==> src/rtl/systolic_deskew_collector.sv <==
// Output-edge deskew for the systolic array: realigns skewed lanes into whole rows,
// buffers them in a small FIFO and streams them out with a per-tile last flag.
module systolic_deskew_collector #(
  parameter int LANES = 4,
  parameter int WIDTH = 8,
  parameter int DEPTH = 4,
  parameter int ROWS  = 4
) (
  input  logic                     clk,
  input  logic                     reset,
  input  logic                     in_valid,
  input  logic [LANES*WIDTH-1:0]   in_data,
  output logic                     out_valid,
  input  logic                     out_ready,
  output logic [LANES*WIDTH-1:0]   out_data,
  output logic                     out_last,
  output logic [$clog2(DEPTH):0]   fifo_count,
  output logic                     overflow
);

  localparam int DW = LANES * WIDTH;
  localparam int AW = $clog2(DEPTH);
  localparam int CW = AW + 1;
  localparam int RW = (ROWS > 1) ? $clog2(ROWS) : 1;

  logic [DW-1:0] aligned;

  // Lane i lags lane 0 by i cycles, so it needs LANES-1-i stages to line up with the last lane.
  for (genvar i = 0; i < LANES - 1; i++) begin : g_lane
    localparam int D = LANES - 1 - i;
    logic [WIDTH-1:0] dly_q [D];

    always_ff @(posedge clk or posedge reset) begin
      if (reset) begin
        for (int k = 0; k < D; k++) dly_q[k] <= '0;
      end else begin
        dly_q[0] <= in_data[i*WIDTH +: WIDTH];
        for (int k = 1; k < D; k++) dly_q[k] <= dly_q[k-1];
      end
    end

    assign aligned[i*WIDTH +: WIDTH] = dly_q[D-1];
  end

  assign aligned[(LANES-1)*WIDTH +: WIDTH] = in_data[(LANES-1)*WIDTH +: WIDTH];

  logic [LANES-2:0] vld_q;

  always_ff @(posedge clk or posedge reset) begin
    if (reset) begin
      vld_q <= '0;
    end else begin
      vld_q[0] <= in_valid;
      for (int k = 1; k < LANES - 1; k++) vld_q[k] <= vld_q[k-1];
    end
  end

  logic          push, pop, full, accept;
  logic [AW-1:0] wr_ptr_q, wr_ptr_d, rd_ptr_q, rd_ptr_d;
  logic [CW-1:0] count_q, count_d;
  logic [RW-1:0] row_cnt_q, row_cnt_d;
  logic          ovf_q, ovf_d;
  logic [DW-1:0] mem_q [DEPTH];

  assign push      = vld_q[LANES-2];
  assign out_valid = (count_q != '0);
  assign pop       = out_valid & out_ready;
  assign full      = (count_q == CW'(DEPTH));
  // A full FIFO still takes the row when the head leaves on the same edge.
  assign accept    = push & (~full | pop);

  always_comb begin
    wr_ptr_d  = wr_ptr_q;
    rd_ptr_d  = rd_ptr_q;
    count_d   = count_q;
    row_cnt_d = row_cnt_q;
    ovf_d     = ovf_q | (push & full & ~pop);
    if (accept) wr_ptr_d = wr_ptr_q + AW'(1);
    if (pop) begin
      rd_ptr_d  = rd_ptr_q + AW'(1);
      row_cnt_d = (row_cnt_q == RW'(ROWS - 1)) ? '0 : row_cnt_q + RW'(1);
    end
    if (accept && !pop)      count_d = count_q + CW'(1);
    else if (!accept && pop) count_d = count_q - CW'(1);
  end

  always_ff @(posedge clk or posedge reset) begin
    if (reset) begin
      wr_ptr_q  <= '0;
      rd_ptr_q  <= '0;
      count_q   <= '0;
      row_cnt_q <= '0;
      ovf_q     <= 1'b0;
    end else begin
      wr_ptr_q  <= wr_ptr_d;
      rd_ptr_q  <= rd_ptr_d;
      count_q   <= count_d;
      row_cnt_q <= row_cnt_d;
      ovf_q     <= ovf_d;
    end
  end

  // NOTE: row storage is not reset; out_data is forced to zero while empty instead.
  always_ff @(posedge clk) begin
    if (accept) mem_q[wr_ptr_q] <= aligned;
  end

  assign out_data   = out_valid ? mem_q[rd_ptr_q] : '0;
  assign out_last   = out_valid & (row_cnt_q == RW'(ROWS - 1));
  assign fifo_count = count_q;
  assign overflow   = ovf_q;

endmodule
==> config.mk <==
export PLATFORM = sky130hd
export DESIGN_NAME = systolic_deskew_collector
export DESIGN_NICKNAME = d
export VERILOG_FILES = /design/src/rtl/systolic_deskew_collector.sv
export SDC_FILE = /design/constraint.sdc
export NUM_CORES = 1
export LEC_CHECK = 0
export BUFFER_PORTS_ARGS = -buffer_cell sky130_fd_sc_hd__buf_4
export CAP_MARGIN = 20
export CELL_PAD_IN_SITES_DETAIL_PLACEMENT = 1
export CELL_PAD_IN_SITES_GLOBAL_PLACEMENT = 1
export CORE_ASPECT_RATIO = 0.7
export CORE_MARGIN = 2
export CORE_UTILIZATION = 54
export DETAILED_ROUTE_END_ITERATION = 10
export GPL_ROUTABILITY_DRIVEN = 0
export PLACE_DENSITY = 0.83
export SLEW_MARGIN = 20
export SYNTH_ARGS = -nofsm -noshare
export SYNTH_HDL_FRONTEND = slang
export SYNTH_SLANG_ARGS = --single-unit
==> constraint.sdc <==
create_clock -name clk -period 5.48 [get_ports clk]
set_input_delay 1.096 -clock clk [delete_from_list [all_inputs] [get_ports clk]]
set_output_delay 1.096 -clock clk [all_outputs]
set_load 0.01 [all_outputs]
# After elaboration in Yosys (flattened, before gate mapping)
# Memories as Yosys holds them, arrays and structs flattened.
# Cells that the tools add are included.
dict set report word_totals {
  register_bits 61
  latchBits 0
  ramBits 128
  mem_bits_ro 0
  input_bits 36
  out_inout_bits 38
  wordCells 41
  n_memories 1
}
# name words width read_ports rd_clocked_by_memory_dff write_ports line_no
set memory_table {}
lappend memory_table {mem_q 4 32 1 0 1 63} ;# logic [DW-1:0] mem_q [DEPTH];
dict set report classes {
  addsub 5
  mul 0
  n_div 0
  order_cmp 0
  eq_ne 2
  shifts 0
  mux 6
  n_bitwise 9
  reduce_logical 6
}
# operator n
set op_table {}
lappend op_table {{$mux W32} 1}
lappend op_table {{$add A2 B1 Y2 const B} 3}
lappend op_table {{$mux W3} 2}
lappend op_table {{$and A1 B1 Y1} 5}
lappend op_table {{$add A3 B1 Y3 const B} 1}
lappend op_table {{$eq A3 B3 Y1 const B} 1}
lappend op_table {{$reduce_bool A3 Y1} 1}
lappend op_table {{$sub A3 B1 Y3 const B} 1}
lappend op_table {{$eq A2 B2 Y1 const B} 1}
lappend op_table {{$logic_and A1 B1 Y1} 2}
lappend op_table {{$logic_not A1 Y1} 2}
lappend op_table {{$mux W1} 2}
lappend op_table {{$mux W2} 1}
lappend op_table {{$not A1 Y1} 2}
lappend op_table {{$or A1 B1 Y1} 2}
lappend op_table {{$reduce_bool A2 Y1} 1}

# Longest topological paths before layout
# Gate-level depths: netlist (run 1).
dict set report logic_depth {
  depth_word 8
  depth_mapped 9
}

# Worst setup path before layout (run 1)
# No wires, ideal clock.
dict set report synth_timing {
  path_kind {input -> register}
  startpoint {in out_ready}
  endpoint {reg count_q[1], in the netlist fifo_count[1]}
  setup_ns 0.125
  t_arrival_ns 2.540
  required_time_ns 5.355
  path_slack_ns 2.815
  cell_stages 7
  path_cell_list {nor4b_1 -> nor2b_1 -> buf_2 -> ha_1 -> inv_1 -> fa_1 -> mux2_2}
}
# element line_no
set synth_lines {}
lappend synth_lines {{start: declaration} 14} ;# input logic out_ready,
lappend synth_lines {{$and A1 B1 Y1} 67} ;# assign pop = out_valid & out_ready;
lappend synth_lines {{$or A1 B1 Y1} 70} ;# assign accept = push & (~full | pop);
lappend synth_lines {{$and A1 B1 Y1} 70}
lappend synth_lines {{via accept} 58} ;# logic push, pop, full, accept;
lappend synth_lines {{$logic_and A1 B1 Y1} 83} ;# if (accept && !pop) count_d = count_q + CW'(1);
lappend synth_lines {{$mux W3} 83}
lappend synth_lines {{via count_d[1]} 60} ;# logic [CW-1:0] count_q, count_d;
lappend synth_lines {{end signal: assignment} 97} ;# count_q <= count_d;
lappend synth_lines {{end: declaration} 60}
# The timed path passes the listed nets, and every way through them passes these cells.
# A chain may end at the register's enable or synchronous reset.

# Worst setup path after layout (run 1)
dict set report layout_timing {
  startpoint {reg rd_ptr_q[0]}
  endpoint {out out_data[6]}
}
dict set report layout_via {
  elab_chain_cells 2
}
# element line_no
set layout_rtl {}
lappend layout_rtl {{start: declaration} 59} ;# logic [AW-1:0] wr_ptr_q, wr_ptr_d, rd_ptr_q, rd_ptr_d;
lappend layout_rtl {{start signal: assignment} 96} ;# rd_ptr_q <= rd_ptr_d;
lappend layout_rtl {{$mem_v2 Z4 W32} -}
lappend layout_rtl {{$mux W32} 108} ;# assign out_data = out_valid ? mem_q[rd_ptr_q] : '0;
lappend layout_rtl {{end: declaration} 15} ;# output logic [LANES*WIDTH-1:0] out_data,
# No other way between the ends.

==> results by group, run 1 <==
Run status
  – Status: finished clean

GRT
  – Initial antenna violation count: 0
  – Pin count of the biggest net entering global routing: between 60 and 70
  – Total global-route track usage: about 20%
  – First-pass GRT wire length: ~19000 µm
  – Total grt overflow: 0
  – Vias in the first global route: 3334

Clock network
  – Number of post-CTS setup repair buffers: 0
  – Clock root cell: clkbuf_16
  – Clock latency on the worst-skew pair: between 400 and 500 ps
  – Total CTS buffers: 17
  – Max Root-Sink Buffers: 2
  – Clk slew on worst S/H paths: 70 ps
  – H-tree depth: 4
  – CTS Sinks: 189
  – Hold buffer count at CTS: 0
  – Post-cts sizing count: 0
  – CTS tree: done

Cells and area
  – Final instance area: 7910 µm²
  – Layout area overhead: 18.0%
  – Fill count: between 900 and 1k
  – Diode count: 0
  – Nets@finish: roughly 420
  – Layout cells sized above 1: roughly 37%
  – Util after Layout: 64.6%

Timing
  – Fin crit period: roughly 3400 ps
  – Endpoints failing hold: 0
  – Fin Setup TNS: 0 ps
  – Setup-failing EPs final: 0
  – Worst-margin pin slew: between 900 and 1000 ps
  – Max Fclk: slightly below 0.3 GHz
  – Max-Slew Margin vs Limit: 37.4%
  – Max-slew violations: 0
  – RSZ-0062 raised after global routing: false
  – Final period util: between 60% and 70%
  – Skew final: a little over 8 ps

Routing
  – Post-DRT Antenna Nets: 0
  – Post-DR vias/cell: approximately 5.3
  – Via count: just under 3k
  – Avg WL per Cell: between 20 and 25 µm
  – DRC Markers: 0
  – DR iter-0 viols: 220
  – Drt total wl: 12000 µm
  – Detailed Routing Iterations Pass 1: 4

Floorplanning
  – Io pins: between 70 and 80
  – Initial core utilization: a little over half
  – FP Rows: 34
  – Die area: around 13000 µm²
  – Die W: 137 µm
  – Height of the die: 97.3 µm
  – Core area: about 12000 µm²

Place
  – Placed cell area: ~7400 µm²
  – IO buf count: 73
  – DP Wirelength: 7170 µm

Logic synthesis
  – Compound-Gate Fraction of Synth Area: less than 1%
  – Synthesized flop and latch total: between 150 and 200
  – Synth Area in Adders: 1.42%
  – Largest family of logic cells by synthesized area: multiplexers
  – Post-Syn Nets: approximately 340
  – Yosys cell types: 23
  – Post-Syn Area per Cell: roughly 22 µm²
  – Mux contribution to synthesized area: a little under an eighth
  – Xor/xnor cell area share of the yosys netlist: 0.783%
  – Synth Area in Simple Gates: under 10%
  – Synth warn: 0
  – Post-Synthesis Cells: 300
  – Register area share after synthesis: between 80% and 90%
  – Post-Syn Area: approximately 6700 µm²

Critical path
  – Crit Path Class: register to output port
  – Crit end category: output port
  – Crit Path Max Fanout: 34
  – Critical Path RT: about 4400 ps
  – R2R setup slack: 2800 ps
  – CP Launch Type: register
  – Crit path arrival time: around 2300 ps

Power
  – Max IR drop VDD: approximately 0.28 mV
  – Cell Pwr Density: approximately 550 nW/µm²
  – Standby leakage power: 0.00295 µW

Job
  – MaxCap Viol Count: 0

Worst hold path
  – Worst min path class: register to register
## cells by family (layout without fill, tap and decap cells)
group,count (synthesis),in the layout
flip-flops,189,189
XOR/XNOR,6,6
buffers and inverters,17,110
AO/OA/AOI/OAI,1,1
AND/OR/NAND/NOR,44,44
multiplexers,36,36
adder cells (fa/ha/maj),7,7
## Yosys cell counts
cell type / count / area (µm²)
buf_12: 3 / 60.1
buf_2: 5 / 25.0
xnor2_1: 4 / 35.0
or3_1: 1 / 6.26
inv_1: 4 / 15.0
nor2_1: 2 / 7.51
and2_1: 37 / 231
mux4_1: 4 / 105
mux2_4: 1 / 15.0
edfxtp_1: 128 / 3840
a21o_1: 1 / 7.51
xor2_1: 2 / 17.5
nand2_2: 1 / 6.26
nand3_1: 1 / 5.00
mux2_2: 3 / 33.8
mux4_2: 28 / 631
ha_1: 6 / 75.1
dfrtp_1: 61 / 1530
nor2b_1: 1 / 6.26
buf_6: 1 / 11.3
clkbuf_1: 4 / 15.0
nor4b_1: 1 / 8.76
fa_1: 1 / 20.0
## placed cells by master, fill, tap and decap left out, types with 3 or more instances in the layout
master and instances:
xnor2_1 4, ha_1 6, edfxtp_1 128, mux4_1 4, and2_1 33, clkinv_2 5
clkbuf_16 17, mux4_2 28, inv_6 3, buf_4 74, inv_1 3, dfrtp_1 59
and2_2 4, mux2_2 3
## per-stage QoR
stage	hold slack, ps	instances	power [µW]	setup slack (ps)
final	350	555	4330	2120
after global routing	358	555	4540	1970
after CTS	352	555	4380	2040
after detailed placement	336	523	3240	2440
after global placement	332	523	3170	2230
after floorplan	331	300	2740	2820
## critical path, stage by stage (launching register included)
cell and delay (ps):
dfrtp_4 860, mux4_2 590, and2_1 210, buf_4 160
## layout make-up
class / count / area [µm²] / area share (%)
sequential: 189 / 5380 / 67.9
multi-input combinational: 94 / 1220 / 15.4
timing repair buffer: 74 / 556 / 7.02
clock buffer: 18 / 429 / 5.42
tap: 162 / 203 / 2.56
clock inverter: 14 / 118 / 1.49
inverter: 4 / 15.0 / 0.190
## state kept, by name, indices dropped and copies added (netlist names)
name / count
row_cnt_q: 2
wr_ptr_q: 2
rd_ptr_q: 2
aligned: 16
vld_q: 3
mem_q: 128
overflow: 1
g_lane.dly_q: 32
fifo_count: 3
## path summary, 6_finish.rpt
check | from | end | cells after the start
max in group asynchronous | reset | rd_ptr_q[0]$_DFFE_PP0N_ | 3
worst max-delay path | rd_ptr_q[0]$_DFFE_PP0N_ | out_data[6] | 3
min in group asynchronous | reset | aligned[12]$_DFF_PP0_ | 3
worst min-delay path | g_lane[0].dly_q[18]$_DFF_PP0_ | g_lane[0].dly_q[10]$_DFF_PP0_ | 0
worst max register to register | fifo_count[1]$_DFFE_PP0P_ | fifo_count[2]$_DFFE_PP0P_ | 8
worst min register to register | g_lane[0].dly_q[18]$_DFF_PP0_ | g_lane[0].dly_q[10]$_DFF_PP0_ | 0
## metal layers
layer | routed length [µm] | vias up | GRT usage [%] | share of wire [%]
met5 | 0 | - | 0 | 0
met4 | 182 | 0 | 8.01 | 1.5
met3 | 485 | 16 | 6.10 | 4.0
met2 | 6440 | 69 | 33.5 | 54
met1 | 4900 | 1542 | 25.4 | 41
li1 | - | 1308 | - | -
## report_power, final
group	switching (µW)	internal [µW]
clock	513	626
sequential	220	1800
combinational	505	662
(Power assumes the default switching activity.)
==> run 2, diff against run 1 <==
--- a/config.mk
+++ b/config.mk
@@ -5,16 +5,17 @@
 export SDC_FILE = /design/constraint.sdc
 export NUM_CORES = 1
 export LEC_CHECK = 0
+export ABC_AREA = 1
 export BUFFER_PORTS_ARGS = -buffer_cell sky130_fd_sc_hd__buf_4
 export CAP_MARGIN = 20
 export CELL_PAD_IN_SITES_DETAIL_PLACEMENT = 1
 export CELL_PAD_IN_SITES_GLOBAL_PLACEMENT = 1
 export CORE_ASPECT_RATIO = 0.7
 export CORE_MARGIN = 2
-export CORE_UTILIZATION = 54
+export CORE_UTILIZATION = 42
 export DETAILED_ROUTE_END_ITERATION = 10
 export GPL_ROUTABILITY_DRIVEN = 0
-export PLACE_DENSITY = 0.83
+export PLACE_DENSITY = 0.75
 export SLEW_MARGIN = 20
 export SYNTH_ARGS = -nofsm -noshare
 export SYNTH_HDL_FRONTEND = slang
==> constraint.sdc (replaced) <==
create_clock -name clk -period 2.8 [get_ports clk]
set_input_delay 0.56 -clock clk [delete_from_list [all_inputs] [get_ports clk]]
set_output_delay 0.56 -clock clk [all_outputs]
set_load 0.01 [all_outputs]
==> run 2 against run 1 <==
  * Die area increased by 38%
  * Synthesized area up 8.7%
  * Clock-buffer cell count up 1
  * Highest routed layer unchanged
==> results by group, run 2 <==
Run status
  – Status: finished clean

Power
  – Clk pwr share: 24.9% (-1.4 points)
  – Max IR drop VDD: 0.607 mV (+120%)
  – Standby leakage power: 0.00397 µW (+35%)
  – Flop pwr share: 39.7% (-7.0 points)
  – Switching share of power: 35.3% (+6.7 points)
  – Int Pwr: 5910 µW (+91%)
  – Sw power: 3230 µW (+160%)
  – Cell Pwr Density: 1050 nW/µm² (+91%)
  – Comb pwr share: 35.4% (+8.4 points)

Clock network
  – Clk slew on worst S/H paths: 70 ps (about the same)
  – H-tree depth: 4 (unchanged)
  – Clock root cell: clkbuf_16
  – Total CTS buffers: 17 (unchanged)
  – Number of post-CTS setup repair buffers: 0 (unchanged)
  – CTS Sinks: 189 (unchanged)
  – CTS tree: done
  – Max Root-Sink Buffers: 2 (unchanged)
  – Clock latency on the worst-skew pair: 430 ps (about the same)
  – Hold buffer count at CTS: 0 (unchanged)

Timing
  – Endpoints failing hold: 0 (unchanged)
  – Skew final: 8.11 ps (-0.0985 ps)
  – Setup-failing EPs final: 0 (unchanged)
  – Fin Setup TNS: 0 ps (unchanged)
  – Max-Slew Margin vs Limit: 56.3% (+19 points)
  – Max-slew violations: 0 (unchanged)
  – Worst-margin pin slew: 655 ps (-284 ps)
  – Max Fclk: 0.382 GHz
  – Fin crit period: approximately 2600 ps
  – RSZ-0062 raised after global routing: false
  – Final period util: 93.4%

Logic synthesis
  – Cell taking the most area after synthesis: edfxtp_1
  – Synthesized flop and latch total: 189 (unchanged)
  – Post-Syn Area: 7290 µm² (+8.7%)
  – Post-Synthesis Cells: 629 (+110%)
  – Synth warn: 0 (unchanged)
  – Largest cells by area after synthesis: edfxtp_1, dfrtp_1, nand2_1, inv_1, nand3_1
  – Share of the synthesized area in the top cell type: 52.7% (-4.6 points)
  – Yosys cell types: 19 (-17%)
  – Post-Syn Nets: 672 (+96%)
  – Async set-reset flop share out of synthesis: 32.3% (unchanged)
  – Register area share after synthesis: 73.6% (-6.4 points)
  – Post-synth top cells: nand2_1, inv_1, edfxtp_1
  – Synth Flop Type: edfxtp_1
  – EDFF count, synth: 128 (unchanged)
  – Most common cell in the synthesized netlist: nand2_1
  – Post-Syn Area per Cell: 11.6 µm² (-48%)

Critical path
  – Crit Path Class: register to output port
  – Crit Path Max Fanout: 20 (-41%)
  – Crit path arrival time: 2060 ps (-200 ps)
  – Crit end category: output port
  – Critical Path RT: 2240 ps (-2140 ps)
  – CP Launch Type: register

Cells and area
  – Commonest non-fill, non-tap cells in the layout: nand2_1, inv_1, edfxtp_1
  – Diode count: 0 (unchanged)
  – Nets@finish: 757 (+79%)
  – Final instance area: 8740 µm² (+10%)
  – Most common cell after layout, fill and taps aside: nand2_1
  – Max FFs per register: 128 (unchanged)
  – Layout cells sized above 1: 17.9% (-19 points)
  – Most flops, register: mem_q
  – Layout area overhead: 19.8%

Routing
  – DR iter-0 viols: 240 (+9.1%)
  – Detailed Routing Iterations Pass 1: 4 (unchanged)
  – Post-DR vias/cell: 4.80 (-9.3%)
  – Drt total wl: 16600 µm (+39%)
  – Avg WL per Cell: 17.4 µm (-20%)
  – DRC Markers: 0 (unchanged)
  – Routed wl met2: 8470 µm (+32%)
  – Post-DRT Antenna Nets: 0 (unchanged)
  – Met3 WL post-DR: 509 µm (+4.9%)
  – Top sig layer: met4
  – DRT met1 WL: 7370 µm (+50%)
  – Via count: 4596 (+57%)

Floorplanning
  – Initial core utilization: 42.7% (-12 points)
  – Core area: 17100 µm² (+39%)
  – Die area: 18500 µm² (+38%)
  – Io pins: 74 (unchanged)
  – Die W: 162 µm (+18%)
  – FP Rows: 40 (+18%)
  – Height of the die: 114 µm (+17%)

Worst hold path
  – Worst min path class: input pin to asynchronous set/reset pin

GRT
  – Vias in the first global route: 5037 (+51%)
  – First-pass GRT wire length: 26100 µm (+38%)
  – Total grt overflow: 0 (unchanged)
  – Initial antenna violation count: 0 (unchanged)
  – Pin count of the biggest net entering global routing: 39 (-37%)
  – Total global-route track usage: 19.1% (-1.2 points)

Place
  – Placed cell area: 8180 µm² (+11%)
  – IO buf count: 73 (unchanged)
  – DP Wirelength: 10300 µm (+44%)

Job
  – MaxCap Viol Count: 0 (unchanged)
==> run 2: cell count changes in the layout (fill, tap and decap cells not counted), moves of 13 or more <==
cell / change
nand2_1: +148
inv_1: +138
nand3_1: +69
and2_1: -33
a21oi_1: +32
mux4_2: -28
buf_4: +13
==> run 2: worst paths after layout <==
path,from,to,slack (ps),depth (start not counted)
max,fifo_count[0]$_DFFE_PP0P_,out_data[16],180,6
min in group clk,in_data[7],g_lane[0].dly_q[23]$_DFF_PP0_,230,1
min,reset,aligned[9]$_DFF_PP0_,230,2
max reg2reg,fifo_count[0]$_DFFE_PP0P_,fifo_count[2]$_DFFE_PP0P_,630,10
min reg2reg,g_lane[1].dly_q[9]$_DFF_PP0_,aligned[9]$_DFF_PP0_,350,0
max in group asynchronous,reset,g_lane[1].dly_q[10]$_DFF_PP0_,1950,3
==> run 2: area by class of cell <==
type                       count  area, µm²
clock buffer                  19        433
clock inverter                13        118
fill                        1785       8330
inverter                     146        551
multi-input combinational    270       1260
sequential                   189       5370
tap                          231        289
timing repair buffer          90        713
==> run 2: stage by stage <==
stage	util [%]	total power (µW)	hold slack (ps)	setup WS, ps	instances
5_1_grt	51.2	9620	214	71.7	958
2_1_floorplan	-	5480	331	137	629
6_report	51.2	9130	229	185	958
4_1_cts	51.2	9210	216	26.2	958
3_5_place_dp	48.0	6920	336	509	926
3_3_place_gp	48.0	6770	333	607	926
==> run 2: metal layers <==
metal / track usage [%] / vias to the layer above
met2: 33.6 / 91
met5: 0 / -
met1: 23.1 / 2332
li1: - / 2146
met3: 4.06 / 27
met4: 8.10 / 0
==> run 2: cells by family after synthesis <==
logic type	count (synthesis)	share of synthesized area, %
and+or+nand+nor	226	12.9
DFF	189	73.6
adders and majority gates	7	1.30
xor gates and xnor gates	2	0.240
buffers and inverters	170	9.50
AOI/OAI and AO/OA	35	2.44
==> run 2: power by group through the flow <==
stage | registers, µW | clock network [µW] | logic [µW]
6_report | 3630 | 2270 | 3230
3_5_place_dp | 3680 | 0 | 3240
5_1_grt | 3670 | 2410 | 3540
4_1_cts | 3630 | 2310 | 3270
3_3_place_gp | 3650 | 0 | 3130
2_1_floorplan | 3650 | 0 | 1820
==> run 2: critical path: stages, from the launching register on <==
cell,delay (ps)
dfrtp_1,440
nor2_1,160
nand2_1,190
inv_4,270
buf_4,310
a21oi_1,90
buf_4,150
==> run 2: timing repair <==
item / CTS / global route
setup endpoints to repair: 0 / 14
gates resized for setup: 0 / 2
hold endpoints to repair: 0 / 0
==> run 3, diff against run 2 <==
--- a/config.mk
+++ b/config.mk
@@ -12,10 +12,10 @@
 export CELL_PAD_IN_SITES_GLOBAL_PLACEMENT = 1
 export CORE_ASPECT_RATIO = 0.7
 export CORE_MARGIN = 2
-export CORE_UTILIZATION = 42
+export CORE_UTILIZATION = 50
 export DETAILED_ROUTE_END_ITERATION = 10
 export GPL_ROUTABILITY_DRIVEN = 0
-export PLACE_DENSITY = 0.75
+export PLACE_DENSITY = 0.83
 export SLEW_MARGIN = 20
 export SYNTH_ARGS = -nofsm -noshare
 export SYNTH_HDL_FRONTEND = slang
==> constraint.sdc (replaced) <==
create_clock -name clk -period 3.1 [get_ports clk]
set_input_delay 0.62 -clock clk [delete_from_list [all_inputs] [get_ports clk]]
set_output_delay 0.62 -clock clk [all_outputs]
set_load 0.01 [all_outputs]
==> run 3 against run 2 <==
  * First-iteration DRC count grew 5.4%
  * Hold slack better by 68 ps
  * Via count fell by 0.63%
  * Setup slack improved by 120 ps
  * Die area shrank 16%
  * Sequential share of layout area up 0.52 points
  * Clock skew up 1.9 ps
  * Design area is 0.83% lower
  * Combinational power fell by 12%
  * Critical endpoint is now out_data[0]
  * Highest routed layer unchanged
==> results by group, run 3 (synthesis gave the netlist of run 2 again) <==
Run status
  – Status: finished clean

GRT
  – Total global-route track usage: 23.3% (+4.2 points)
  – Total grt overflow: 0 (unchanged)
  – Met3 Use GR: 4.85% (+0.79 points)
  – M1 GR Usage: 30.1% (+7.0 points)
  – Pin count of the biggest net entering global routing: 67 (+72%)
  – Vias in the first global route: 5025 (-0.24%)
  – Busiest layer in global routing: met2
  – First-pass GRT wire length: 27000 µm (+3.7%)
  – Initial antenna violation count: 0 (unchanged)
  – Met2 usage: 39.5% (+5.8 points)

Critical path
  – Worst R2R Path Depth: 12 (+2)
  – CP Launch Type: register
  – Critical Path RT: 2480 ps (+240 ps)
  – Crit path arrival time: 2180 ps (+120 ps)
  – Crit Path Class: register to output port
  – Crit end category: output port
  – R2R setup slack: 880 ps (+250 ps)
  – Crit Path Max Fanout: 33 (+65%)
  – Worst reg2reg endpoint: fifo_count[2]$_DFFE_PP0P_
  – Setup crit start: fifo_count[1]$_DFFE_PP0P_
  – FF-to-FF Start: fifo_count[1]$_DFFE_PP0P_

Clock network
  – Clk slew on worst S/H paths: 60 ps (about the same)
  – Number of post-CTS setup repair buffers: 0 (unchanged)
  – Clock latency on the worst-skew pair: 430 ps (about the same)
  – Total CTS buffers: 17 (unchanged)
  – CTS Sinks: 189 (unchanged)
  – H-tree depth: 4 (unchanged)
  – Clock root cell: clkbuf_16
  – Post-cts sizing count: 0 (unchanged)
  – Hold buffer count at CTS: 0 (unchanged)
  – CTS tree: done
  – Max Root-Sink Buffers: 2 (unchanged)

Floorplanning
  – Initial core utilization: 51.7% (+9.0 points)
  – Core area: 14100 µm² (-17%)
  – Io pins: 74 (unchanged)
  – Die area: 15600 µm² (-16%)
  – Height of the die: 105 µm (-8.1%)
  – Die W: 148 µm (-8.1%)
  – FP Rows: 36 (-10%)

Routing
  – Detailed Routing Iterations Pass 1: 5 (+1)
  – Drt total wl: 17100 µm (+3.0%)
  – Post-DRT Antenna Nets: 0 (unchanged)
  – DR iter-0 viols: 253 (+5.4%)
  – Via count: 4567 (-0.63%)
  – Post-DR vias/cell: 5.01 (+4.5%)
  – Avg WL per Cell: 18.8 µm (+8.3%)
  – DRC Markers: 0 (unchanged)

Timing
  – Max-Slew Margin vs Limit: 48.6% (-7.7 points)
  – Fin crit period: about 2800 ps
  – Skew final: 10.0 ps (+1.93 ps)
  – RSZ-0062 raised after global routing: false
  – Max Fclk: roughly 0.36 GHz
  – Setup-failing EPs final: 0 (unchanged)
  – Fin Hold WS: 297 ps (+67.7 ps)
  – Max-slew violations: 0 (unchanged)
  – Fin Setup TNS: 0 ps (unchanged)
  – Endpoints failing hold: 0 (unchanged)
  – Final period util: 90.2%
  – Worst-margin pin slew: 771 ps (+116 ps)

Cells and area
  – Fill count: 1453 (-19%)
  – Commonest non-fill, non-tap cells in the layout: nand2_1, inv_1, edfxtp_1
  – Util after Layout: 61.5% (+10 points)
  – Nets@finish: 751 (-0.79%)
  – Most flops, register: mem_q
  – Multi-input gate area: 1260 µm² (unchanged)
  – Sequential cell area: 5370 µm² (unchanged)
  – Layout cells sized above 1: 17.2% (-0.68 points)
  – Layout area overhead: 18.8%
  – Diode count: 0 (unchanged)
  – Most common cell after layout, fill and taps aside: nand2_1
  – Max FFs per register: 128 (unchanged)

Power
  – Max IR drop VDD: 0.623 mV (+2.6%)
  – Standby leakage power: 0.00397 µW (-0.17%)
  – Cell Pwr Density: 958 nW/µm² (-8.3%)
  – Tot Pwr: 8300 µW (-9.1%)

Worst hold path
  – Worst min path class: input pin to asynchronous set/reset pin

Place
  – DP Wirelength: 10400 µm (+0.86%)
  – IO buf count: 73 (unchanged)

Job
  – MaxCap Viol Count: 0 (unchanged)
[run 3: routing by layer]
layer  up-vias  routed length [µm]  share of wire (%)
li1       2136                   -                  -
met1      2289                7440                 43
met2       125                8730                 51
met3        17                 754                4.4
met4         0                 211                1.2
met5         -                   0                  0
[run 3: how the worst max path moves through the flow]
stage	to	cells past startpoint	slack, ps
2_1_floorplan	mem_q[0][0]$_DFFE_PP_	4	380
3_3_place_gp	mem_q[3][27]$_DFFE_PP_	6	810
3_5_place_dp	fifo_count[2]$_DFFE_PP0P_	12	670
4_1_cts	out_data[0]	5	280
5_1_grt	out_data[0]	5	180
6_report	out_data[0]	5	300
[run 3: worst max-delay path, stage by stage (launching register included)]
cell and delay, ps:
dfrtp_1 430, nor2_1 160, nand2_1 160, inv_2 550, a21oi_1 210, buf_4 210
[run 3: final cells by class]
type,instances,share of cell area [%]
Sequential cell,189,62.0
Inverter,146,6.32
Multi-Input combinational cell,270,14.6
Tap cell,190,2.74
Clock buffer,25,6.11
Clock inverter,7,0.838
Timing Repair Buffer,84,7.42
[run 3: per-stage QoR]
stage,instances,setup WS (ps),instance area (µm²)
floorplan,629,377,7290
global placement,879,815,8060
detailed placement,879,672,8060
CTS,911,282,8660
global route,911,177,8660
finish,911,304,8660
[run 3: where the power goes]
part           total [µW]  internal [µW]  leakage (µW)  switching, µW
Clock                2180           1280      0.000298            902
Sequential           3290           3130       0.00189            159
Combinational        2830           1030       0.00178           1810
Total                8300           5430       0.00397           2870
